### src/rtl/sym_seq_pkg.sv
// Shared definitions for the symbol sequence transmitter: FSM state encoding
// and the widths of the hold and pass counters.
package sym_seq_pkg;

   typedef enum logic [1:0] {
      ST_IDLE = 2'd0,
      ST_RUN  = 2'd1,
      ST_DONE = 2'd2
   } state_t;

   localparam int SYM_W_DEF  = 2;
   localparam int HOLD_MAX   = 15;
   localparam int HOLD_CNT_W = 4;
   localparam int PASS_W     = 4;

endpackage

### src/rtl/sym_seq_tx_buf.sv
// Symbol buffer: DEPTH x SYM_W register array with an append-only write port,
// a combinational read port, and occupancy status.
module sym_buf #(
   parameter int DEPTH = 8,
   parameter int SYM_W = 2
) (
   input  logic                       clk,
   input  logic                       reset,
   input  logic                       clear,
   input  logic                       wr_en,
   input  logic [SYM_W-1:0]           wr_data,
   input  logic [$clog2(DEPTH)-1:0]   rd_addr,
   output logic [SYM_W-1:0]           rd_data,
   output logic [$clog2(DEPTH):0]     level,
   output logic                       full,
   output logic                       empty
);

   localparam int AW = $clog2(DEPTH);
   localparam int LW = AW + 1;

   logic [SYM_W-1:0] mem [DEPTH];
   logic [AW-1:0]    wr_ptr;

   // The buffer is never drained by playback, so level only grows until a
   // clear; the write pointer wraps naturally because DEPTH is a power of two.
   always_ff @(posedge clk or negedge reset) begin
      if (!reset) begin
         wr_ptr <= '0;
         level  <= '0;
         for (int i = 0; i < DEPTH; i++) begin
            mem[i] <= '0;
         end
      end else if (clear) begin
         wr_ptr <= '0;
         level  <= '0;
      end else if (wr_en && !full) begin
         mem[wr_ptr] <= wr_data;
         wr_ptr      <= wr_ptr + AW'(1);
         level       <= level + LW'(1);
      end
   end

   assign rd_data = mem[rd_addr];
   assign full    = (level == LW'(DEPTH));
   assign empty   = (level == '0);

endmodule

### src/rtl/sym_seq_tx.sv
// Symbol sequence transmitter: loads symbols into a buffer, then replays them
// on Inp, each held HOLD cycles, for rpt+1 complete passes.
module sym_seq_tx
   import sym_seq_pkg::*;
#(
   parameter int DEPTH    = 8,
   parameter int SYM_W    = SYM_W_DEF,
   parameter int HOLD     = 2,
   parameter int IDLE_SYM = 0
) (
   input  logic                     clk,
   input  logic                     reset,
   input  logic                     wr_en,
   input  logic [SYM_W-1:0]         wr_data,
   input  logic                     clear,
   input  logic                     start,
   input  logic [3:0]               rpt,
   output logic [SYM_W-1:0]         Inp,
   output logic                     sym_valid,
   output logic                     busy,
   output logic                     done,
   output logic                     full,
   output logic                     empty,
   output logic [$clog2(DEPTH):0]   level,
   output logic                     ovf
);

   localparam int AW = $clog2(DEPTH);
   localparam int LW = AW + 1;
   localparam logic [SYM_W-1:0]      IDLE_VAL  = SYM_W'(IDLE_SYM);
   localparam logic [HOLD_CNT_W-1:0] HOLD_LAST = HOLD_CNT_W'(HOLD - 1);

   state_t                 state_q, state_d;
   logic [AW-1:0]          rd_ptr_q, rd_ptr_d;
   logic [HOLD_CNT_W-1:0]  hold_q, hold_d;
   logic [PASS_W-1:0]      pass_q, pass_d;
   logic [SYM_W-1:0]       inp_d;
   logic                   valid_d;
   logic                   done_d;
   logic                   ovf_d;

   logic                   buf_wr;
   logic [AW-1:0]          rd_addr;
   logic [SYM_W-1:0]       rd_data;
   logic                   hold_expired;
   logic                   last_sym;

   sym_buf #(
      .DEPTH (DEPTH),
      .SYM_W (SYM_W)
   ) u_buf (
      .clk     (clk),
      .reset   (reset),
      .clear   (clear),
      .wr_en   (buf_wr),
      .wr_data (wr_data),
      .rd_addr (rd_addr),
      .rd_data (rd_data),
      .level   (level),
      .full    (full),
      .empty   (empty)
   );

   assign hold_expired = (hold_q == HOLD_LAST);
   assign last_sym     = ({1'b0, rd_ptr_q} == (level - LW'(1)));

   always_ff @(posedge clk or negedge reset) begin
      if (!reset) begin
         state_q <= ST_IDLE;
      end else begin
         state_q <= state_d;
      end
   end

   // rd_addr always points at the symbol that Inp will show after this edge,
   // so the single read port serves start, advance and wrap alike.
   always_comb begin
      state_d  = state_q;
      rd_ptr_d = rd_ptr_q;
      hold_d   = hold_q;
      pass_d   = pass_q;
      inp_d    = Inp;
      valid_d  = sym_valid;
      done_d   = done;
      ovf_d    = ovf;
      buf_wr   = 1'b0;
      rd_addr  = rd_ptr_q;

      if (clear) begin
         state_d  = ST_IDLE;
         rd_ptr_d = '0;
         hold_d   = '0;
         pass_d   = '0;
         inp_d    = IDLE_VAL;
         valid_d  = 1'b0;
         done_d   = 1'b0;
         ovf_d    = 1'b0;
      end else begin
         case (state_q)
            ST_IDLE, ST_DONE: begin
               if (wr_en) begin
                  if (full) begin
                     ovf_d = 1'b1;
                  end else begin
                     buf_wr = 1'b1;
                  end
               end
               // A write landing in the same cycle counts toward the run; if the
               // buffer was empty that write is entry 0, so bypass the array.
               if (start && (!empty || buf_wr)) begin
                  state_d  = ST_RUN;
                  rd_ptr_d = '0;
                  hold_d   = '0;
                  pass_d   = rpt;
                  done_d   = 1'b0;
                  valid_d  = 1'b1;
                  rd_addr  = '0;
                  inp_d    = empty ? wr_data : rd_data;
               end
            end

            ST_RUN: begin
               if (!hold_expired) begin
                  hold_d = hold_q + HOLD_CNT_W'(1);
               end else begin
                  hold_d = '0;
                  if (!last_sym) begin
                     rd_ptr_d = rd_ptr_q + AW'(1);
                     rd_addr  = rd_ptr_d;
                     inp_d    = rd_data;
                  end else if (pass_q != '0) begin
                     pass_d   = pass_q - PASS_W'(1);
                     rd_ptr_d = '0;
                     rd_addr  = '0;
                     inp_d    = rd_data;
                  end else begin
                     state_d = ST_DONE;
                     inp_d   = IDLE_VAL;
                     valid_d = 1'b0;
                     done_d  = 1'b1;
                  end
               end
            end

            default: begin
               state_d = ST_IDLE;
               inp_d   = IDLE_VAL;
               valid_d = 1'b0;
            end
         endcase
      end
   end

   always_ff @(posedge clk or negedge reset) begin
      if (!reset) begin
         rd_ptr_q  <= '0;
         hold_q    <= '0;
         pass_q    <= '0;
         Inp       <= IDLE_VAL;
         sym_valid <= 1'b0;
         done      <= 1'b0;
         ovf       <= 1'b0;
      end else begin
         rd_ptr_q  <= rd_ptr_d;
         hold_q    <= hold_d;
         pass_q    <= pass_d;
         Inp       <= inp_d;
         sym_valid <= valid_d;
         done      <= done_d;
         ovf       <= ovf_d;
      end
   end

   assign busy = (state_q == ST_RUN);

endmodule

### config.mk
export PLATFORM = sky130hd
export DESIGN_NAME = sym_seq_tx
export DESIGN_NICKNAME = d
export VERILOG_FILES = /design/src/rtl/sym_seq_pkg.sv /design/src/rtl/sym_seq_tx_buf.sv /design/src/rtl/sym_seq_tx.sv
export SDC_FILE = /design/constraint.sdc
export NUM_CORES = 1
export LEC_CHECK = 0
export ABC_CLOCK_PERIOD_IN_PS = 3200
export BUFFER_PORTS_ARGS = -buffer_cell sky130_fd_sc_hd__clkbuf_2
export CAP_MARGIN = 20
export CORE_AREA = 8 8 83 85
export DETAILED_ROUTE_END_ITERATION = 7
export DIE_AREA = 0 0 91 93
export PLACE_DENSITY = 0.62
export SETUP_SLACK_MARGIN = 0.02
export SKIP_CTS_REPAIR_TIMING = 1
export SLEW_MARGIN = 20
export SYNTH_ARGS = -nofsm -noshare
export SYNTH_HDL_FRONTEND = slang
export SYNTH_HIERARCHICAL = 1
export SYNTH_SLANG_ARGS = --single-unit
### constraint.sdc
create_clock -name clk -period 3.2 [get_ports clk]
set_clock_uncertainty 0.05 [all_clocks]
set_input_delay 0.32 -clock clk [delete_from_list [all_inputs] [get_ports clk]]
set_output_delay 0.32 -clock clk [all_outputs]
set_load 0.02 [all_outputs]
# Word level (Yosys, flattened, before mapping)

Index checks and enable logic that the tools add are counted.

$mul: 0
$add $sub $neg: 6
Div/mod/pow operators: 0
Magnitude comparators: 3
Reductions and logical operators: 22
Shifts and indexed selects: 0
Equal/unequal tests: 10
Bitwise gates (word level): 3
Multiplexer cells: 62

Operator list:

| kind                  | number |
|---|---|
| $mux W4               | 10 |
| $mux W2               | 14 |
| $mux W3               | 8 |
| $mux W1               | 20 |
| $bwmux W16            | 1 |
| $pmux W4 S2           | 2 |
| $reduce_and A5 Y1     | 2 |
| $ne A3 B2 Y1 const B  | 3 |
| $add A4 B1 Y4 const B | 2 |
| $ge A4 B4 Y1 const B  | 2 |
| $not A3 Y4            | 2 |
| $pmux W2 S2           | 2 |
| $reduce_bool A2 Y1    | 4 |
| $sub A4 B1 Y4 const B | 2 |
| $add A3 B1 Y3 const B | 2 |
| $bmux W2 S3           | 1 |
| $demux W2 S3          | 1 |
| $ne A3 B3 Y1 const B  | 2 |
| $pmux W3 S2           | 1 |
| $reduce_and A2 Y1     | 3 |
| $eq A3 B4 Y1          | 1 |
| $eq A4 B1 Y1 const B  | 1 |
| $eq A4 B4 Y1 const B  | 1 |
| $logic_not A4 Y1      | 1 |
| 14 further kinds      | 18 |

Bits in writable memories: 0
Memories: 0
Bits in registers: 41
Bits in latches: 0
ROM bits: 0
Output and inout bits: 12
Logic and storage cells: 124

# Logic depth before layout (Yosys ltp)

Word-level depth: 19
Gate-level depth with buffers: 15

# Cells and area by module

The synthesis kept the hierarchy.

Modules (own cells, without submodules):

| module     | times used | cells each | sequential area each (um^2) | area each (um^2) |
|---|---|---|---|---|
| sym_buf    | 1          | 94         | 575.6                       | 1247.4 |
| sym_seq_tx | 1          | 132        | 450.4                       | 1197.4 |

# Least setup slack after synthesis

OpenSTA, ideal clock, no wires.

Path type: reg2reg
From: register u_buf.level[0]
To: register Inp[0]
Cell stages (with the launch flop): 13
Required time: 3024 ps
Arrival time: 3711 ps
Setup slack: -687 ps
Clock period less this slack: 3887 ps
Path buffers: 0
Cells stage by stage: dfrtp_1 inv_1 ha_1 nor3b_1 a21oi_1 nor2b_1 a21oi_1 mux2_2 mux4_2 mux2_2 mux2i_1 nor3_1 a221o_1

Elaborated cells between the ends (all ways): 29

RTL lines:

| what                                          | RTL line             | source |
|---|---|---|
| start: declaration                            | sym_seq_tx_buf.sv:14 | `output logic [$clog2(DEPTH):0] level,` |
| start signal: assignment                      | sym_seq_tx_buf.sv:40 | `level <= level + LW'(1);` |
| $logic_not A4 Y1 *                            | sym_seq_tx_buf.sv:46 | `assign empty = (level == '0);` |
| via empty                                     | sym_seq_tx.sv:23     | `output logic empty,` |
| $logic_not A1 Y1 *                            | sym_seq_tx.sv:110    | `if (start && (!empty \|\| buf_wr)) begin` |
| $logic_or A1 B1 Y1 *                          | sym_seq_tx.sv:110    |  |
| $logic_and A1 B1 Y1 *                         | sym_seq_tx.sv:110    |  |
| $mux W3 *                                     | sym_seq_tx.sv:110    |  |
| $pmux W3 S2 *                                 | sym_seq_tx.sv:99     | `case (state_q)` |
| $mux W3 *                                     | sym_seq_tx.sv:89     | `if (clear) begin` |
| via rd_addr[0]                                | sym_seq_tx.sv:43     | `logic [AW-1:0] rd_addr;` |
| [1 not listed]                                | -                    |  |
| $bmux W2 S3 *                                 | sym_seq_tx_buf.sv:44 | `assign rd_data = mem[rd_addr];` |
| $mux W2 (implied by the code) * (2 in series) | sym_seq_tx_buf.sv:44 |  |
| via rd_data[0]                                | sym_seq_tx.sv:44     | `logic [SYM_W-1:0] rd_data;` |
| $mux W2                                       | sym_seq_tx.sv:131    | `end else if (pass_q != '0) begin` |
| $mux W2                                       | sym_seq_tx.sv:127    | `if (!last_sym) begin` |
| $mux W2                                       | sym_seq_tx.sv:123    | `if (!hold_expired) begin` |
| $pmux W2 S2 *                                 | sym_seq_tx.sv:99     |  |
| $mux W2 *                                     | sym_seq_tx.sv:89     |  |
| end signal: assignment                        | sym_seq_tx.sv:167    | `Inp <= inp_d;` |
| end: declaration                              | sym_seq_tx.sv:18     | `output logic [SYM_W-1:0] Inp,` |

Mark *: on every way through the listed nets, which the timed path passes. The rest lies on a longest branch. The select of a mux whose other input is x is not followed.
A chain may end at the register's enable or synchronous reset.

# Final worst setup path

From: register u_buf.level[0]
To: register Inp[0]

Longest elaborated chain between the ends: 19
Elaborated cells between the ends (all ways): 29

Ends and longest elaborated chain:

| what                                          | RTL line             | source |
|---|---|---|
| $eq A4 B4 Y1                                  | sym_seq_tx_buf.sv:45 | `assign full = (level == LW'(DEPTH));` |
| $mux W1                                       | sym_seq_tx.sv:102    | `if (full) begin` |
| $mux W1                                       | sym_seq_tx.sv:101    | `if (wr_en) begin` |
| $mux W1                                       | sym_seq_tx.sv:99     |  |
| $mux W1                                       | sym_seq_tx.sv:89     |  |
| $logic_or A1 B1 Y1                            | sym_seq_tx.sv:110    |  |
| $logic_and A1 B1 Y1                           | sym_seq_tx.sv:110    |  |
| $mux W3                                       | sym_seq_tx.sv:110    |  |
| [2 not listed]                                | -                    |  |
| via rd_addr[0]                                | sym_seq_tx.sv:43     |  |
| [1 not listed]                                | -                    |  |
| $bmux W2 S3 *                                 | sym_seq_tx_buf.sv:44 |  |
| $mux W2 (implied by the code) * (2 in series) | sym_seq_tx_buf.sv:44 |  |
| via rd_data[0]                                | sym_seq_tx.sv:44     |  |
| $mux W2                                       | sym_seq_tx.sv:131    |  |
| $mux W2                                       | sym_seq_tx.sv:127    |  |
| $mux W2                                       | sym_seq_tx.sv:123    |  |
| $pmux W2 S2 *                                 | sym_seq_tx.sv:99     |  |
| $mux W2 *                                     | sym_seq_tx.sv:89     |  |

Marked as above.

==> flow_metrics.py <==
metrics = {
    "floorplanning": {
        "die_w_um": 91,
        "die_h_um": 93,
        "core-area_sq_um": 5680,
        "num_rows": 28,
        "start_util_pct": 43.1,
        "io_pins": 23,
        "die_area_sq_um": 8460,
    },
    "cts": {
        "path_clk_slew_ns": 0.09,
        "tritoncts": "done",
        "cts_buffer_depth": 2,
        "cts_made_buffers": 5,
        "clock_sinks": 41,
        "clk_latency_ns": 0.30,
        "cts-root-buf": "clkbuf_8",
        "htree_levels": 2,
    },
    "sta": {
        "period_share_pct": 96.8,
        "worst_pin_slew_ns": 0.552,
        "maxSlewViolCount": 0,
        "relSlewSlack_pct": 63.2,
        "hold_viol": 0,
        "finalSetupTns_ns": 0,
        "finalCriticalPeriod_ns": 3.10,
        "rsz0062_at_grt": "yes",
        "setup_viol": 0,
        "setup_ws_ns": 0.103,
        "fmax_mhz": 323,
    },
    "layout": {
        "postLayoutCellArea_sq_um": 3010,
        "drive_gt1_share_pct": 38.1,
        "syn_to_final_growth_pct": 23.0,
        "antennaDiodeCount": 0,
        "final_common_cell": "dfrtp_1",
        "filler_cell_count": 534,
        "final_util_pct": 53.0,
        "mostFrequentLayoutCells": "dfrtp_1, clkbuf_2, buf_4",
        "finalNetCount": 287,
    },
    "logic_synthesis": {
        "synth_xor_area_share_pct": 1.79,
        "ys_warn_count": 6,
        "synth_edf_count": 0,
        "yosysUniqueCellTypes": 57,
        "synth-seq-cells": 41,
        "synth_adder_area_share_pct": 4.61,
        "synth_seq_area_share_pct": 42.0,
        "synth_ff_type": "dfrtp_1",
        "muxShareOfSynthArea_pct": 13.7,
        "synth_area_sq_um": 2440,
        "synth_top_family_by_area": "simple AND/OR/NAND/NOR gates",
        "syn_inst": 226,
        "synth_compound_area_share_pct": 14.2,
        "avgSynthCellArea_sq_um": 10.8,
        "synth-simple-area-share_pct": 19.4,
        "async_reset_ff_share_pct": 100,
        "synth_nets": 246,
    },
    "power": {
        "p_leak_nw": 1.36,
        "ir_drop_mv": 0.265,
        "powerDensity_nw_per_um2": 412,
    },
    "place": {
        "gp_congestion": 0.840,
        "io_buffers": 22,
        "hpwlAfterDp_um": 4160,
        "postPlaceCellArea_sq_um": 2760,
        "post-place-ws_ns": -0.0246,
    },
    "critical_path": {
        "critical_path_class": "flop to flop",
        "r2r-end": "Inp[0]",
        "cpLargestDelayFamily": "multiplexers",
        "worstRegToRegCells": 15,
        "crit_buf_inv": 3,
        "crit_slowest_cell": "dfrtp_2",
        "ff2ff_setup_slack_ns": 0.10,
        "slowest_delay_ns": 0.43,
        "cp-end-kind": "flop",
        "cp-start-kind": "flop",
        "cp_data_required_time_ns": 3.34,
        "critical_path_peak_fanout": 7,
        "path_cells": "buf_4 > inv_2 > ha_4 > nand3b_4 > inv_4 > nand2b_4 > a21oi_4 > nor2b_4 > a21oi_4 > mux2_4 > mux4_2 > mux2_4 > mux2i_1 > nor3_1 > a221o_1",
        "timing.rr.start": "u_buf/level[0]",
        "crit_arrival_ns": 3.23,
    },
    "grt": {
        "grt_remaining_overflow": 0,
        "grt_util_all_layers_pct": 13.9,
        "grt_pass1_wl_um": 9610,
        "grt_antenna_before_repair": 0,
        "grt_max_degree": 32,
        "grt_pass1_vias": 1941,
    },
    "drt": {
        "drtIter0Drc": 50,
        "vias": 1904,
        "via_per_inst": 5.55,
        "wirelength_um": 5750,
        "drc": 0,
        "ant_nets": 0,
        "routedWlPerCell_um": 16.8,
        "dr.pass1.iters": 4,
    },
    "status": {
        "status": "finished, final reports clean",
    },
    "hold_path": {
        "worstHoldEndpoint": "pass_q[2]",
        "hold_start": "rpt[2]",
        "hold_path.class": "primary input to flop",
        "whs_path_depth": 3,
    },
    "run": {
        "cap_viol_max_count": 0,
    },
}
-- worst max path at each step --
stage | start | end | slack [ns] | depth (start not counted)
after floorplan | u_buf/level[0] | Inp[0] | 0.03 | 12
after global placement | u_buf/level[0] | Inp[1] | 0.13 | 12
after detailed placement | u_buf/level[0] | Inp[0] | -0.02 | 12
after CTS | u_buf/level[0] | Inp[0] | -0.05 | 12
after global routing | u_buf/level[0] | Inp[0] | -0.04 | 15
final | u_buf/level[0] | Inp[0] | 0.10 | 15
-- Yosys cell counts (5+ instances only) --
cell | n | area share (%)
ha_1 | 9 | 4.6
nor3_1 | 6 | 1.2
nor2_1 | 16 | 2.5
mux2_2 | 18 | 8.3
a21oi_1 | 13 | 2.7
dfrtp_1 | 41 | 42
nand2b_1 | 5 | 1.3
inv_1 | 14 | 2.1
nand3_1 | 8 | 1.6
o21ai_0 | 7 | 1.4
nand2_1 | 9 | 1.4
clkbuf_1 | 5 | 0.77
-- report_power, final --
group          switching (mW)  total, mW  internal [mW]  leakage, nW
Sequential             0.0278      0.579          0.551        0.554
Combinational           0.121      0.229          0.108        0.749
Clock                   0.198      0.432          0.234       0.0543
-- worst register-to-register path, delay by kind of cell, from the launching register on --
family	cells	cell delay, ns
AND/OR/NAND/NOR	4	0.51
multiplexers	4	1.17
adder cells (fa/ha/maj)	1	0.16
buffers and inverters	3	0.22
flip-flops	1	0.43
AO/OA/AOI/OAI	3	0.48
-- per-stage QoR --
step	instances	hold WS [ns]	power, mW
final	343	0.253	1.24
after global routing	343	0.272	1.30
after CTS	336	-0.0355	1.23
after detailed placement	328	0.295	0.795
after global placement	328	0.292	0.792
after floorplan	226	-0.0256	0.720
-- flip-flops by register name, indices dropped and copies added, names as in the netlist --
register / cells
sym_valid: 1
hold_q: 4
pass_q: 4
u_buf/level: 4
u_buf/mem: 16
rd_ptr_q: 3
Inp: 2
done: 1
state_q: 2
ovf: 1
u_buf/wr_ptr: 3
-- layout make-up --
cell class                 count  area, sq um  area share [%]
clock buffer                   5         68.8            2.29
clock inverter                 3         46.3            1.54
inverter                      15         58.8            1.96
multi-input combinational    161         1440            47.9
sequential                    41         1030            34.2
tap                           75         93.8            3.12
timing repair buffer          43          270            8.99
-- metal layers --
layer	vias to the layer above	GRT usage [%]	wire length [um]
met4	0	4.77	125
met2	33	23.9	2900
met1	948	16.4	2530
li1	912	-	-
met5	-	0	0
met3	11	3.77	200
-- logic make-up after synthesis --
family	Yosys count
flops	41
fa+ha+maj	9
xor+xnor	5
compound gates	49
buf+inv	24
simple gates	72
mux	26
(Power assumes the default switching activity.)
